--- src/rtl/fetch_unit.sv ---
// Instruction fetch stage: one outstanding req/ack fetch at a time, with responses buffered
// in a small PC/instruction FIFO and handed to the datapath over a valid/ready interface.
module fetch_unit #(
  parameter int unsigned BITSIZE = 32,
  parameter int unsigned DEPTH = 4,
  parameter logic [BITSIZE-1:0] RESET_PC = '0
) (
  input  logic               clock,
  input  logic               reset,
  output logic               imem_req,
  output logic [BITSIZE-1:0] imem_addr,
  input  logic               imem_ack,
  input  logic [BITSIZE-1:0] imem_rdata,
  input  logic               redirect,
  input  logic [BITSIZE-1:0] redirect_pc,
  output logic               ins_valid,
  output logic [BITSIZE-1:0] ins,
  output logic [BITSIZE-1:0] ins_pc,
  input  logic               ins_ready
);

  localparam int unsigned PW = $clog2(DEPTH);
  localparam int unsigned CW = $clog2(DEPTH + 1);
  localparam logic [CW-1:0] DEPTH_C = CW'(DEPTH);

  typedef enum logic [1:0] {IDLE, REQ, DROP} state_e;

  state_e             state_q, state_d;
  logic [BITSIZE-1:0] req_addr_q, req_addr_d;
  logic [BITSIZE-1:0] next_pc_q, next_pc_d;
  logic [PW-1:0]      rd_ptr_q, rd_ptr_d;
  logic [PW-1:0]      wr_ptr_q, wr_ptr_d;
  logic [CW-1:0]      count_q, count_d;
  logic [BITSIZE-1:0] pc_mem_q  [DEPTH];
  logic [BITSIZE-1:0] ins_mem_q [DEPTH];

  logic               push;
  logic               pop;
  logic               flush;
  logic [BITSIZE-1:0] drop_target;

  assign imem_req  = (state_q != IDLE);
  assign imem_addr = req_addr_q;
  assign ins_valid = (count_q != '0);
  assign ins       = ins_mem_q[rd_ptr_q];
  assign ins_pc    = pc_mem_q[rd_ptr_q];

  assign pop         = ins_valid & ins_ready;
  assign push        = (state_q == REQ) & imem_ack & ~redirect;
  assign drop_target = redirect ? redirect_pc : next_pc_q;

  always_comb begin
    state_d    = state_q;
    req_addr_d = req_addr_q;
    next_pc_d  = next_pc_q;
    flush      = 1'b0;
    case (state_q)
      IDLE: begin
        if (redirect) begin
          flush     = 1'b1;
          next_pc_d = redirect_pc;
        end else if (count_q < DEPTH_C) begin
          req_addr_d = next_pc_q;
          state_d    = REQ;
        end
      end
      REQ: begin
        if (redirect) begin
          // Without an ack the old response is still coming and must be swallowed in DROP
          flush     = 1'b1;
          next_pc_d = redirect_pc;
          state_d   = imem_ack ? IDLE : DROP;
        end else if (imem_ack) begin
          next_pc_d = req_addr_q + BITSIZE'(4);
          if ((count_q + CW'(1) - CW'(pop)) < DEPTH_C) begin
            req_addr_d = req_addr_q + BITSIZE'(4);
          end else begin
            state_d = IDLE;
          end
        end
      end
      DROP: begin
        if (imem_ack) begin
          req_addr_d = drop_target;
          next_pc_d  = drop_target;
          state_d    = REQ;
        end else if (redirect) begin
          next_pc_d = redirect_pc;
        end
      end
      default: state_d = IDLE;
    endcase
  end

  always_comb begin
    rd_ptr_d = rd_ptr_q;
    wr_ptr_d = wr_ptr_q;
    count_d  = count_q;
    if (flush) begin
      rd_ptr_d = '0;
      wr_ptr_d = '0;
      count_d  = '0;
    end else begin
      if (push) wr_ptr_d = wr_ptr_q + PW'(1);
      if (pop)  rd_ptr_d = rd_ptr_q + PW'(1);
      if (push && !pop)      count_d = count_q + CW'(1);
      else if (!push && pop) count_d = count_q - CW'(1);
    end
  end

  always_ff @(posedge clock) begin
    if (reset) begin
      state_q    <= IDLE;
      req_addr_q <= RESET_PC;
      next_pc_q  <= RESET_PC;
      rd_ptr_q   <= '0;
      wr_ptr_q   <= '0;
      count_q    <= '0;
    end else begin
      state_q    <= state_d;
      req_addr_q <= req_addr_d;
      next_pc_q  <= next_pc_d;
      rd_ptr_q   <= rd_ptr_d;
      wr_ptr_q   <= wr_ptr_d;
      count_q    <= count_d;
    end
  end

  // Storage needs no reset; an entry is only visible once count says so
  always_ff @(posedge clock) begin
    if (push && !reset) begin
      pc_mem_q[wr_ptr_q]  <= req_addr_q;
      ins_mem_q[wr_ptr_q] <= imem_rdata;
    end
  end

endmodule

--- config.mk ---
export PLATFORM = sky130hd
export DESIGN_NAME = fetch_unit
export DESIGN_NICKNAME = d
export VERILOG_FILES = /design/src/rtl/fetch_unit.sv
export SDC_FILE = /design/constraint.sdc
export NUM_CORES = 1
export LEC_CHECK = 0
export CAP_MARGIN = 10
export CORE_UTILIZATION = 31
export DETAILED_ROUTE_END_ITERATION = 7
export GPL_ROUTABILITY_DRIVEN = 1
export PLACE_DENSITY = 0.57
export SYNTH_ARGS = -nofsm -noshare
export SYNTH_HDL_FRONTEND = slang
export SYNTH_SLANG_ARGS = --single-unit
--- constraint.sdc ---
create_clock -name clock -period 8.25 [get_ports clock]
set_input_delay 1.2375 -clock clock [delete_from_list [all_inputs] [get_ports clock]]
set_output_delay 1.2375 -clock clock [all_outputs]
set_load 0.005 [all_outputs]
* Yosys cells after proc, flatten, opt, wreduce, memory -nomap -nowiden
Memory sizes are Yosys's and may differ from the RTL's. A register that Yosys moved wholly into a read port is not among the register bits.
Cells that the tools add are included.
** Word-level totals
- Register bits :: 73
- Bits in writable memories :: 256
- Input port bits :: 69
- Output and inout bits :: 98
- Word-level logic and storage cells :: 77
- Memories :: 2
** Operators by class
- Add/sub/neg operators :: 6
- $lt $le $gt $ge :: 2
- Equal/unequal tests :: 10
- Muxes and demuxes :: 29
- Bitwise logic cells :: 4
- Reductions and logical operators :: 18
** Memory list
- ins_mem_q :: words 4, width 32, read ports 1, clocked after memory_dff 1, wr ports 1, line 35 : logic [BITSIZE-1:0] ins_mem_q [DEPTH];
- pc_mem_q :: words 4, width 32, read ports 1, clocked after memory_dff 1, wr ports 1, line 34 : logic [BITSIZE-1:0] pc_mem_q [DEPTH];
** Operators with widths (number)
- $mux 32 :: 9
- $pmux 32 s3 :: 1
- $pmux 32 s2 :: 1
- $add 32x3->32 const B :: 1
- $mux 2 :: 11
- $ne 2x2->1 const B :: 5
- $reduce_and 7->1 :: 1
- $lt 3x3->1 const B :: 2
- $mux 3 :: 2
- $ne 3x3->1 const B :: 2
- $pmux 2 s3 :: 1
- $reduce_bool 2->1 :: 3
- $reduce_bool 3->1 :: 2
- $reduce_or 2->1 :: 3
- $reduce_and 5->1 :: 1
- $add 2x1->2 const B :: 2
- $mux 1 :: 4
- $add 3x1->3 const B :: 1
- $and 1x1->1 :: 3
- $logic_and 1x1->1 :: 3
- $logic_not 1->1 :: 3
- $sub 3x1->3 :: 1
- $sub 3x1->3 const B :: 1
- $eq 2x1->1 const B :: 1
- other kinds (5) :: 5

* Depth between registers and ports, before layout
- Depth after elaboration :: 8
- Depth in mapped cells :: 11
- Depth with buffers taken out :: 10

* Worst setup path after synthesis
OpenSTA, ideal clock, no wires.
- Path kind :: input to register
- Start :: input redirect
- End :: memory ins_mem_q[0][0], enable pin
- Library setup time :: 429 ps
- Arrival :: 3343 ps
- Data required time :: 7821 ps
- Setup slack :: 4478 ps
- Cell stages on the path :: 5
- Path buffers :: 1
- Cell sequence :: clkbuf_1 -> nor2b_1 -> nand2_1 -> nor2_1 -> and2_1
** On the way
- Cells in the longest elaborated chain, start to end :: 5
** RTL lines
- from (decl) :: line 14 : input logic redirect,
- $not 1->1 :: line 49 : assign push = (state_q == REQ) & imem_ack & ~redirect;
- $and 1x1->1 :: line 49
- $logic_and 1x1->1 :: line 131 : if (push && !reset) begin
- $mux 1 :: line 131
- $mux 1 (implied by the code) :: line 133 : ins_mem_q[wr_ptr_q] <= imem_rdata;
- to (decl) :: line 35
No other way between the ends.

==> impl_metrics.yaml <==
floorplan:
  ios: 167
  initial_core_util: 0.314
  die_h_um: 214
  core-area_um2: 44200
  die_w_um: 214
  row_count: 77
  dieArea_um2: 45700
timing:
  fin_ws_ns: 3.86
  final-hold-violation-count: 0
  slew_viol_final: 0
  slew_headroom: 0.251
  setup_tns_ns: 0
  fin_skew_ns: 0.0166
  setup_viol: 0
  fin_crit_ns: 4.39
  post-route-period-util: 0.533
  fin_hold_ws_ns: 0.498
  worst_pin_slew_ns: 1.12
  rsz0062_at_grt: "no"
  fmax_ghz: 0.228
routing:
  vias_per_cell: 5.20
  wl_per_cell_um: 20.9
  met3_length_mm: 1.91
  wl_met2_mm: 17.0
  drtPass1Iterations: 7
  highest_layer: "met4"
  wl_met1_mm: 16.0
  routed_wl_mm: 35.9
  final_antenna_net_count: 0
  routed-via-count: 8917
  drtIter0Drc: 803
  drcViolationCount: 0
clock_tree:
  cts_resized: 0
  postCtsSetupRepairBufs: 0
  cts_tree: "done"
  clock_insertion_delay_worst_skew_ns: 0.54
  clock_sinks: 331
  cts.hold.buffers_added: 0
  cts_max_path_buffers: 3
  clk_pin_slew_ns: 0.06
  h-tree-depth: 2
  cts-root-buf: "clkbuf_16"
  tritoncts.num_buffers: 38
yosys:
  seq_area_frac_synth: 0.662
  yosys-top-cells-area: "edfxtp_1, dfxtp_1, mux4_2"
  synth_cell_type_count: 60
  synth_ff_type: "edfxtp_1"
  synth_top_area_cell: "edfxtp_1"
  synth_cells: 936
  synth_nets: 1018
  avgSynthCellArea_um2: 14.8
  synth_top_area_frac: 0.554
  synth_edf_count: 256
  syn_area_um2: 13900
  ys_ff_latch: 331
  yosys_warnings: 0
  async_flop_share: 0
global_routing:
  antenna_found_initial: 1
  grt-ovfl-total: 0
  grt_usage: 0.159
  grt_pass1_wl_mm: 54.1
  grt_pass1_vias: 8969
  grt_max_degree: 81
pwr:
  p_leak_nw: 5.65
  ir_worst_vdd_uv: 185
  finalPower_w: 0.00467
  powerDensity_nw_per_um2: 266
placed_design:
  port_buffers: 166
  place_ws_ns: 4.07
  gp_congestion: 0.809
  dp_hpwl_mm: 22.5
cells_and_area:
  drive_above_1_share: 0.147
  syn_to_final_growth_pct: 26.4
  layout_commonest_cell: "edfxtp_1"
  layout_common_cells: "edfxtp_1, clkdlybuf4s50_1, nor2_1, dfxtp_1, mux4_2"
  nNetsFinal: 1176
flow_run:
  cap_viol_max_count: 0
worst_setup_path:
  slowest_delay_ns: 0.74
  crit_slowest_cell: "buf_4"
  worstPathMaxFanout: 41
  path_class: "flip-flop to output port"
  crit_chain: "buf_4 > mux4_2 > clkdlybuf4s50_1"
  rr_worst_depth: 7
  required_ns: 7.01
  end_kind: "output port"
  cp-start-kind: "flip-flop"
  critPathArrivalTime_ns: 3.16
hold_path:
  min_path_type: "flip-flop to flip-flop"
  hold_depth: 2
outcome:
  status: "completed"
==> cells in the mapped netlist, types with 3 or more instances <==
cell / n
a211oi_1: 22
a21oi_1: 47
a221o_1: 3
a221oi_1: 10
a222oi_1: 14
a22o_1: 5
a22oi_1: 13
a31oi_1: 3
and2_1: 5
and3_1: 6
and4_1: 3
buf_2: 16
clkbuf_1: 42
dfxtp_1: 75
edfxtp_1: 256
ha_1: 13
inv_1: 12
mux2i_1: 4
mux4_2: 64
nand2_1: 39
nand2b_1: 20
nand3_1: 12
nand4_1: 7
nor2_1: 74
nor3_1: 34
nor4_1: 3
nor4_4: 3
o21ai_0: 38
o22ai_1: 8
o32ai_1: 10
or3_1: 5
xnor2_1: 22
xor2_1: 11
==> path summary, 6_finish.rpt <==
| kind | start | slack [ns] | end |
|---|---|---|---|
| max | flip-flop | 3.86 | ins_pc[12] |
| min | next_pc_q[10]$_SDFFE_PP0P_ | 0.50 | next_pc_q[10]$_SDFFE_PP0P_ |
| max reg2reg | state_q[0]$_SDFFE_PP0P_ | 5.10 | next_pc_q[3]$_SDFFE_PP0P_ |
| min reg2reg | next_pc_q[10]$_SDFFE_PP0P_ | 0.50 | next_pc_q[10]$_SDFFE_PP0P_ |
==> report_power, final <==
group / internal, W / leakage [nW] / switching, W
sequential: 0.00190 / 2.95 / 0.000137
combinational: 0.000357 / 2.03 / 0.000433
clock: 0.00116 / 0.668 / 0.000677
total: 0.00342 / 5.65 / 0.00125
==> logic make-up (layout without fill, tap and decap cells) <==
group / after synthesis / count (layout) / synth area share
flip-flops: 331 / 331 / 0.662
AND/OR/NAND/NOR: 235 / 235 / 0.0898
AO/OA/AOI/OAI: 183 / 183 / 0.0881
buffers and inverters: 73 / 260 / 0.0213
multiplexers: 68 / 68 / 0.107
XOR/XNOR: 33 / 33 / 0.0208
adder cells (fa/ha/maj): 13 / 13 / 0.0117
other: 0 / 1 / 0
==> per-layer routing <==
| layer | GRT usage | vias to the layer above |
|---|---|---|
| li1 | - | 4016 |
| met1 | 0.212 | 4553 |
| met2 | 0.258 | 293 |
| met3 | 0.0280 | 55 |
| met4 | 0.0584 | 0 |
| met5 | 0 | - |
==> metrics by stage <==
stage	std cells	utilization	instance area (µm²)
3_3_place_gp	1646	0.366	16200
3_5_place_dp	1646	0.366	16200
2_1_floorplan	936	-	13900
4_1_cts	1715	0.397	17500
5_1_grt	1716	0.397	17500
6_report	1716	0.397	17500
==> cell type report <==
type / instances / area, µm²
antenna: 1 / 2.50
inverter: 12 / 45.0
sequential: 331 / 9200
fill: 4067 / 26700
timing repair buffer: 179 / 1750
multi-input combinational: 532 / 4430
clock inverter: 23 / 333
tap: 592 / 741
clock buffer: 46 / 1040
==> worst max-delay path, delay by kind of cell (launching register included) <==
kind,cells,cell delay (ns)
buffers and inverters,2,1.25
flip-flops,1,0.70
multiplexers,1,0.59
==> flip-flops by register name, indices dropped and copies added (netlist names), named ones only <==
signal     count
state_q        2
rd_ptr_q       2
ins_mem_q    128
next_pc_q     32
imem_addr     32
pc_mem_q     128
count_q        3
wr_ptr_q       2
Note: power is estimated with default switching activity, not from simulation.
